File: src/rtl/ecpu_fabric_bridge.sv
// CPU-side bridge for the E_CPU_IO eFPGA tile: serialises an operand pair onto OPA/OPB
// as nibbles, then reassembles the tile's nibble-serial result into one response word.
module ecpu_fabric_bridge #(
    parameter int DATA_W  = 32,
    parameter int TIMEOUT = 1023,
    parameter int TO_W    = 10
) (
    input  logic              UserCLK,
    input  logic              reset,
    input  logic              req_valid,
    output logic              req_ready,
    input  logic [DATA_W-1:0] req_a,
    input  logic [DATA_W-1:0] req_b,
    output logic              resp_valid,
    input  logic              resp_ready,
    output logic [DATA_W-1:0] resp_data,
    output logic [3:0]        resp_flags,
    output logic [1:0]        resp_err,
    output logic [3:0]        OPA_I,
    output logic [3:0]        OPB_I,
    input  logic [3:0]        RES0_O,
    input  logic [3:0]        RES1_O,
    input  logic [3:0]        RES2_O
);

    localparam int NB   = DATA_W / 4;
    localparam int BC_W = $clog2(2 * NB + 1);
    localparam int R_W  = $clog2(NB + 1);

    typedef enum logic [1:0] {
        S_IDLE = 2'd0,
        S_SEND = 2'd1,
        S_WAIT = 2'd2,
        S_RESP = 2'd3
    } state_t;

    state_t                state_r;
    state_t                state_nxt_s;
    logic [3:0]            res0_r;
    logic [3:0]            res1_r;
    logic [3:0]            res2_r;
    logic [2*DATA_W-1:0]   shift_r;
    logic [BC_W-1:0]       beat_r;
    logic [R_W-1:0]        slot_r;
    logic [TO_W-1:0]       to_cnt_r;
    logic [DATA_W-1:0]     result_r;
    logic                  err_r;
    logic                  ovf_r;
    logic                  beat_valid_s;
    logic                  beat_last_s;
    logic                  timeout_s;
    logic [3:0]            ctrl_s;
    logic [DATA_W-1:0]     result_upd_s;
    logic                  err_upd_s;
    logic                  ovf_upd_s;
    logic [1:0]            code_s;

    assign req_ready    = (state_r == S_IDLE);
    assign beat_valid_s = (state_r == S_WAIT) && res1_r[0];
    assign beat_last_s  = beat_valid_s && res1_r[1];
    assign timeout_s    = (to_cnt_r == TO_W'(TIMEOUT - 1));

    // Input capture stage for the tile result pins.
    always_ff @(posedge UserCLK or posedge reset) begin
        if (reset) begin
            res0_r <= 4'h0;
            res1_r <= 4'h0;
            res2_r <= 4'h0;
        end else begin
            res0_r <= RES0_O;
            res1_r <= RES1_O;
            res2_r <= RES2_O;
        end
    end

    // State register.
    always_ff @(posedge UserCLK or posedge reset) begin
        if (reset) begin
            state_r <= S_IDLE;
        end else begin
            state_r <= state_nxt_s;
        end
    end

    // Next-state logic.
    always_comb begin
        state_nxt_s = state_r;
        case (state_r)
            S_IDLE: begin
                if (req_valid) state_nxt_s = S_SEND;
                else           state_nxt_s = S_IDLE;
            end
            S_SEND: begin
                if (beat_r == BC_W'(2 * NB)) state_nxt_s = S_WAIT;
                else                         state_nxt_s = S_SEND;
            end
            S_WAIT: begin
                if (beat_last_s)                     state_nxt_s = S_RESP;
                else if (!beat_valid_s && timeout_s) state_nxt_s = S_RESP;
                else                                 state_nxt_s = S_WAIT;
            end
            S_RESP: begin
                if (resp_ready) state_nxt_s = S_IDLE;
                else            state_nxt_s = S_RESP;
            end
            default: state_nxt_s = S_IDLE;
        endcase
    end

    // Control nibble for the beat about to be driven, and the result/status after the current beat.
    always_comb begin
        ctrl_s = 4'h9;
        if (beat_r < BC_W'(NB))                ctrl_s = 4'h8;
        else if (beat_r == BC_W'(2 * NB - 1))  ctrl_s = 4'hD;
        else                                   ctrl_s = 4'h9;
        // Slot NB is the overflow position: nothing is written there.
        for (int k = 0; k < NB; k++) begin
            result_upd_s[4*k +: 4] = (beat_valid_s && (slot_r == R_W'(k))) ? res0_r : result_r[4*k +: 4];
        end
        err_upd_s = err_r | (beat_valid_s & res1_r[2]);
        ovf_upd_s = ovf_r | (beat_valid_s && (slot_r == R_W'(NB)));
        if (err_upd_s)      code_s = 2'd1;
        else if (ovf_upd_s) code_s = 2'd3;
        else                code_s = 2'd0;
    end

    // Datapath: operand serialiser, result collector and response registers.
    always_ff @(posedge UserCLK or posedge reset) begin
        if (reset) begin
            shift_r    <= '0;
            beat_r     <= '0;
            slot_r     <= '0;
            to_cnt_r   <= '0;
            result_r   <= '0;
            err_r      <= 1'b0;
            ovf_r      <= 1'b0;
            OPA_I      <= 4'h0;
            OPB_I      <= 4'h0;
            resp_valid <= 1'b0;
            resp_data  <= '0;
            resp_flags <= 4'h0;
            resp_err   <= 2'd0;
        end else begin
            case (state_r)
                S_IDLE: begin
                    if (req_valid) begin
                        shift_r  <= {req_b, req_a} >> 4;
                        OPA_I    <= req_a[3:0];
                        OPB_I    <= 4'h8;
                        beat_r   <= BC_W'(1);
                        slot_r   <= '0;
                        result_r <= '0;
                        err_r    <= 1'b0;
                        ovf_r    <= 1'b0;
                    end
                end
                S_SEND: begin
                    if (beat_r == BC_W'(2 * NB)) begin
                        OPA_I    <= 4'h0;
                        OPB_I    <= 4'h0;
                        to_cnt_r <= '0;
                    end else begin
                        OPA_I   <= shift_r[3:0];
                        OPB_I   <= ctrl_s;
                        shift_r <= shift_r >> 4;
                        beat_r  <= beat_r + BC_W'(1);
                    end
                end
                S_WAIT: begin
                    if (beat_valid_s) begin
                        result_r <= result_upd_s;
                        err_r    <= err_upd_s;
                        ovf_r    <= ovf_upd_s;
                        to_cnt_r <= '0;
                        if (slot_r != R_W'(NB)) slot_r <= slot_r + R_W'(1);
                        if (beat_last_s) begin
                            resp_valid <= 1'b1;
                            resp_data  <= result_upd_s;
                            resp_flags <= res2_r;
                            resp_err   <= code_s;
                        end
                    end else if (timeout_s) begin
                        // No last beat was seen, so there are no flags to report.
                        resp_valid <= 1'b1;
                        resp_data  <= result_r;
                        resp_flags <= 4'h0;
                        resp_err   <= 2'd2;
                    end else begin
                        to_cnt_r <= to_cnt_r + TO_W'(1);
                    end
                end
                S_RESP: begin
                    if (resp_ready) resp_valid <= 1'b0;
                end
                default: begin
                    OPA_I      <= 4'h0;
                    OPB_I      <= 4'h0;
                    resp_valid <= 1'b0;
                end
            endcase
        end
    end

endmodule

File: config.mk
export PLATFORM = sky130hd
export DESIGN_NAME = ecpu_fabric_bridge
export DESIGN_NICKNAME = d
export VERILOG_FILES = /design/src/rtl/ecpu_fabric_bridge.sv
export SDC_FILE = /design/constraint.sdc
export NUM_CORES = 1
export LEC_CHECK = 0
export ABC_AREA = 1
export BUFFER_PORTS_ARGS = -buffer_cell sky130_fd_sc_hd__buf_2
export CAP_MARGIN = 20
export CORE_MARGIN = 10
export CORE_UTILIZATION = 50
export CTS_CLUSTER_SIZE = 30
export DETAILED_ROUTE_END_ITERATION = 12
export GPL_TIMING_DRIVEN = 1
export PLACE_DENSITY = 0.83
export SETUP_SLACK_MARGIN = 0.1
export SYNTH_ARGS = -nofsm -noshare
export SYNTH_HDL_FRONTEND = slang
export SYNTH_SLANG_ARGS = --single-unit
export TNS_END_PERCENT = 10
File: constraint.sdc
create_clock -name UserCLK -period 14.7 [get_ports UserCLK]
set_input_delay 1.47 -clock UserCLK [delete_from_list [all_inputs] [get_ports UserCLK]]
set_output_delay 1.47 -clock UserCLK [all_outputs]
set_load 0.005 [all_outputs]
# After elaboration in Yosys (flattened, before gate mapping)
# Index checks and enable logic that the tools add are counted.
totals:
  ff_bits: 177
  out_inout_bits: 48
  word_cells: 136
classes:
  n_eq_ne: 25
  mux: 60
  n_bitwise: 3
  add_sub_neg: 3
  order_cmp: 1
  reduce_logical: 27
op_table:
  columns: ["cell", "n"]
  rows:
  - ["$mux 32", 5]
  - ["$mux 64", 2]
  - ["$pmux 64 s2", 1]
  - ["$mux 4", 19]
  - ["$pmux 32 s2", 1]
  - ["$mux 10", 3]
  - ["$pmux 4 s2", 3]
  - ["$pmux 10 s2", 1]
  - ["$eq 4x3->1 const B", 4]
  - ["$mux 2", 7]
  - ["$logic_and 1x1->1", 12]
  - ["$reduce_and 3->1", 4]
  - ["$add 10x1->10 const B", 1]
  - ["$eq 10x10->1 const B", 1]
  - ["$mux 1", 10]
  - ["$mux 5", 2]
  - ["$ne 2x2->1 const B", 5]
  - ["$pmux 5 s2", 1]
  - ["$reduce_bool 2->1", 5]
  - ["$ne 3x3->1 const B", 3]
  - ["$eq 4x2->1 const B", 2]
  - ["$pmux 2 s4", 1]
  - ["$reduce_and 4->1", 2]
  - ["$pmux 1 s2", 3]
  - ["other kinds (18)", 21]

# Longest topological paths before layout
depth:
  word_depth: 8
  depth_mapped: 11

# Worst setup path after synthesis
# OpenSTA, ideal clock, no wires.
synth_timing:
  path_kind: "input to register"
  startpoint: "in req_valid"
  endpoint: "reg shift_r[0]"
  required_ps: 14570
  arrival_ps: 2205
  path_slack_ps: 12365
  cell_stages: 6
  setup_ps: 130
  path_buffers: 2
  cell_sequence: "nand2_1 -> nand2_1 -> buf_4 -> buf_2 -> o211ai_1 -> o21ai_0"
synth_between:
  elab_chain_len: 2
synth_lines:
  columns: ["element", "line", "text"]
  rows:
  - ["start, declared", "10", "input logic req_valid,"]
  - ["$ne 2x2->1 (no line)", null, null]
  - ["$reduce_and 3->1 (no line)", null, null]
  - ["end signal, assigned", "147", "shift_r <= {req_b, req_a} >> 4;"]
  - ["end signal, assigned", "165", "shift_r <= shift_r >> 4;"]
  - ["end, declared", "42", "logic [2*DATA_W-1:0] shift_r;"]
# No other way between the ends.
# A chain may end at the register's enable or synchronous reset.

# Worst setup path in the final report
layout_timing:
  startpoint: "reg state_r[0]"
  endpoint: "reg resp_data[4]"
layout_between:
  elab_chain_len: 6
  word_cells_on_any_way: 10
layout_lines:
  columns: ["element", "line", "text"]
  rows:
  - ["start, declared", "37", "state_t state_r;"]
  - ["start signal, assigned", "81", "state_r <= state_nxt_s;"]
  - ["$eq 2x2->1 *", "59, 144", null]
  - ["$logic_and 1x1->1", "59", "assign beat_valid_s = (state_r == S_WAIT) && res1_r[0];"]
  - ["$logic_and 1x1->1", "118", "result_upd_s[4*k +: 4] = (beat_valid_s && (slot_r == R_W'(k))) ? res0_r : result_r[4*k +: 4];"]
  - ["$mux 4", "118", null]
  - ["$mux 32", "176", "if (beat_last_s) begin"]
  - ["$mux 32", "170", "if (beat_valid_s) begin"]
  - ["end signal, assigned", "178", "resp_data <= result_upd_s;"]
  - ["end signal, assigned", "185", "resp_data <= result_r;"]
  - ["end, declared", "16", "output logic [DATA_W-1:0] resp_data,"]
# Every way passes the cells marked *; elsewhere a longest branch is shown, timed or not. The select of a mux whose other input is x is not followed.

==> results.json <==
{
  "grt-ovfl-total": 0,
  "cap_violations": 0,
  "grt_max_degree": 121,
  "seq_area_frac_synth_pct": 55.7,
  "dr.pass1.iters": 5,
  "cts_setup_buffers": 0,
  "p_leak_nw": 4.60,
  "endpoint_kind": "flip-flop",
  "synthArstFlopShare_pct": 100,
  "path_depth": 9,
  "hold_buffers": 0,
  "finalHoldWorstSlack_ns": 0.475,
  "pwr_density_cell_mw_per_mm2": 188,
  "ant_nets": 0,
  "cts_buffers": 17,
  "ys_types": 31,
  "die_y_um": 144,
  "worst-path-buf-inv": 3,
  "totalWireLength_um": 17600,
  "drt-vias-per-instance": 5.16,
  "critPathTopFamily": "simple AND/OR/NAND/NOR gates",
  "rsz0062_at_grt": "false",
  "path_common_cell": "nand2_1",
  "clock_skew_ns": 0.00862,
  "netlist_area_mm2": 0.00773,
  "power_mw": 1.71,
  "synth_warnings": 0,
  "port-buffer-count": 125,
  "antenna_found_initial": 4,
  "clk_pin_slew_ns": 0.06,
  "layout_commonest_cell": "nand2_1",
  "coreArea_mm2": 0.0152,
  "seq_area_mm2": 0.00430,
  "nFillCells": 1319,
  "setup_viol": 0,
  "fin_cells": 1200,
  "fin_nets": 1087,
  "clock_latency_ns": 0.43,
  "die_w_um": 144,
  "hpwlAfterDp_um": 11700,
  "cts_resized": 0,
  "cp_slowest_stage_delay_ns": 0.58,
  "slew_violations": 0,
  "cpMaxStageDelayCell": "nand2_1",
  "hold_path_class": "flip-flop to flip-flop",
  "dr_total_vias": 6197,
  "ys_seq_elements": 172,
  "die_area_mm2": 0.0208,
  "synth_nets": 983,
  "min_period_ns": 2.83,
  "startpoint_type": "flip-flop",
  "grt_pass1_wl_um": 29100,
  "fin_tns_setup_ns": 0,
  "status": "complete, no violations",
  "first_global_vias": 6018,
  "fmax_mhz": 354,
  "place_area_mm2": 0.00838,
  "synthFlopType": "dfrtp_1",
  "multi_input_area_mm2": 0.00283,
  "cp_max_fo": 58,
  "drive_gt1_share_pct": 17.7,
  "final_cell_mix": "nand2_1 (273), dfrtp_1 (172), buf_2 (125)",
  "ir_worst_vdd_uv": 118,
  "start_util_pct": 50.8,
  "io_pins": 128,
  "relSlewSlack_pct": 36.4,
  "reg2regPathDepth": 9,
  "first_iter_violations": 437,
  "tightest_slew_ns": 0.954,
  "fin_area_mm2": 0.00907,
  "holdPathStages": 2,
  "wl_per_cell_um": 14.7,
  "arrival_ns": 3.09,
  "tritoncts": "yes",
  "synth_edf_count": 0,
  "cp.required_ns": 14.97,
  "dp.cells": 1166,
  "track_usage_pct": 17.3,
  "path_cells": "inv_2 -> nand2_2 -> nor2_2 -> buf_4 -> nand2_1 -> nand2_1 -> inv_2 -> nand2_1 -> o21ai_1",
  "drt_drc_violations_left": 0,
  "fin_crit_sh_pct": 19.2,
  "globalplace.congestion": 0.843,
  "area_growth_pct": 17.4,
  "avgSynthCellArea_um2": 8.65,
  "htree_levels": 4,
  "final-hold-violation-count": 0,
  "cts_buffer_depth": 2,
  "std_cell_rows": 45,
  "netlist_instances": 894,
  "critical_path_class": "flip-flop to flip-flop",
  "clock_sinks": 172,
  "root_buffer": "clkbuf_16"
}
==> worst min-delay path, cell delays in order (launching register included) <==
cell and delay (ns):
dfrtp_1 0.33, nand2_1 0.06, nand2_1 0.05
==> final timing paths <==
check | start | to | slack (ns)
max | state_r[0] | resp_data[4] | 11.87
min | resp_data[30] | resp_data[30] | 0.47
max reg2reg | state_r[0] | resp_data[4] | 11.87
min reg2reg | resp_data[30] | resp_data[30] | 0.47
max in group asynchronous | reset | to_cnt_r[4] | 12.06
min in group asynchronous | reset | OPA_I[3] | 1.28
==> layer usage <==
layer  GRT usage [%]  up-vias  part of all wire [%]
met4            5.05        4                   1.3
met3            7.08       27                   8.3
met1            22.6     2902                    45
met5           0.785        -                  0.18
li1                -     3107                     -
met2            25.8      157                    45
==> synthesized netlist by cell type (5+ instances only) <==
cell | n | area share (%)
a31oi_1 | 28 | 2.3
buf_2 | 16 | 1.0
buf_4 | 6 | 0.58
buf_6 | 5 | 0.73
clkbuf_1 | 15 | 0.73
dfrtp_1 | 172 | 56
ha_1 | 9 | 1.5
inv_1 | 89 | 4.3
inv_2 | 6 | 0.29
nand2_1 | 274 | 13
nand3_1 | 22 | 1.4
nand4_1 | 6 | 0.49
nor2_1 | 48 | 2.3
o211ai_1 | 30 | 2.9
o21ai_0 | 41 | 2.7
o21ai_1 | 75 | 4.9
o22ai_1 | 18 | 1.5
==> per-stage QoR <==
step                      setup WS [ns]  utilization, %
final                             11.87            59.7
after floorplan                    8.57               -
after CTS                         11.69            59.5
after global routing              11.57            59.7
after global placement            11.49            55.1
after detailed placement          11.50            55.1
==> sequential cells by signal, summed over array words and instances (netlist names) <==
name	cells
slot_r	4
OPB_I	3
resp_err	2
OPA_I	4
beat_r	5
res1_r	3
resp_valid	1
res0_r	4
resp_flags	4
shift_r	60
err_r	1
ovf_r	1
result_r	32
resp_data	32
to_cnt_r	10
state_r	2
res2_r	4
==> cell families (layout without fill, tap and decap cells) <==
| family | count (synthesis) | after routing | share of synthesized area, % |
|---|---|---|---|
| simple gates | 368 | 368 | 19.6 |
| compound gates | 200 | 200 | 14.9 |
| flops | 172 | 172 | 55.7 |
| buf+inv | 139 | 255 | 7.79 |
| fa+ha+maj | 9 | 9 | 1.46 |
| xor+xnor | 5 | 5 | 0.567 |
| other cells | 1 | 3 | 0.0485 |
==> power by group <==
group,switching (mW),internal (mW)
Combinational,0.329,0.198
Sequential,0.0648,0.613
Clock,0.180,0.323
Total,0.574,1.13
==> final cells by class <==
| cell class | count | share of cell area [%] |
|---|---|---|
| antenna | 2 | 0.0551 |
| clock buffer | 21 | 4.96 |
| clock inverter | 10 | 2.34 |
| inverter | 95 | 3.98 |
| multi-input combinational | 583 | 31.2 |
| sequential | 172 | 47.4 |
| tap | 188 | 2.59 |
| timing repair buffer | 129 | 7.45 |
(Power assumes the default switching activity.)
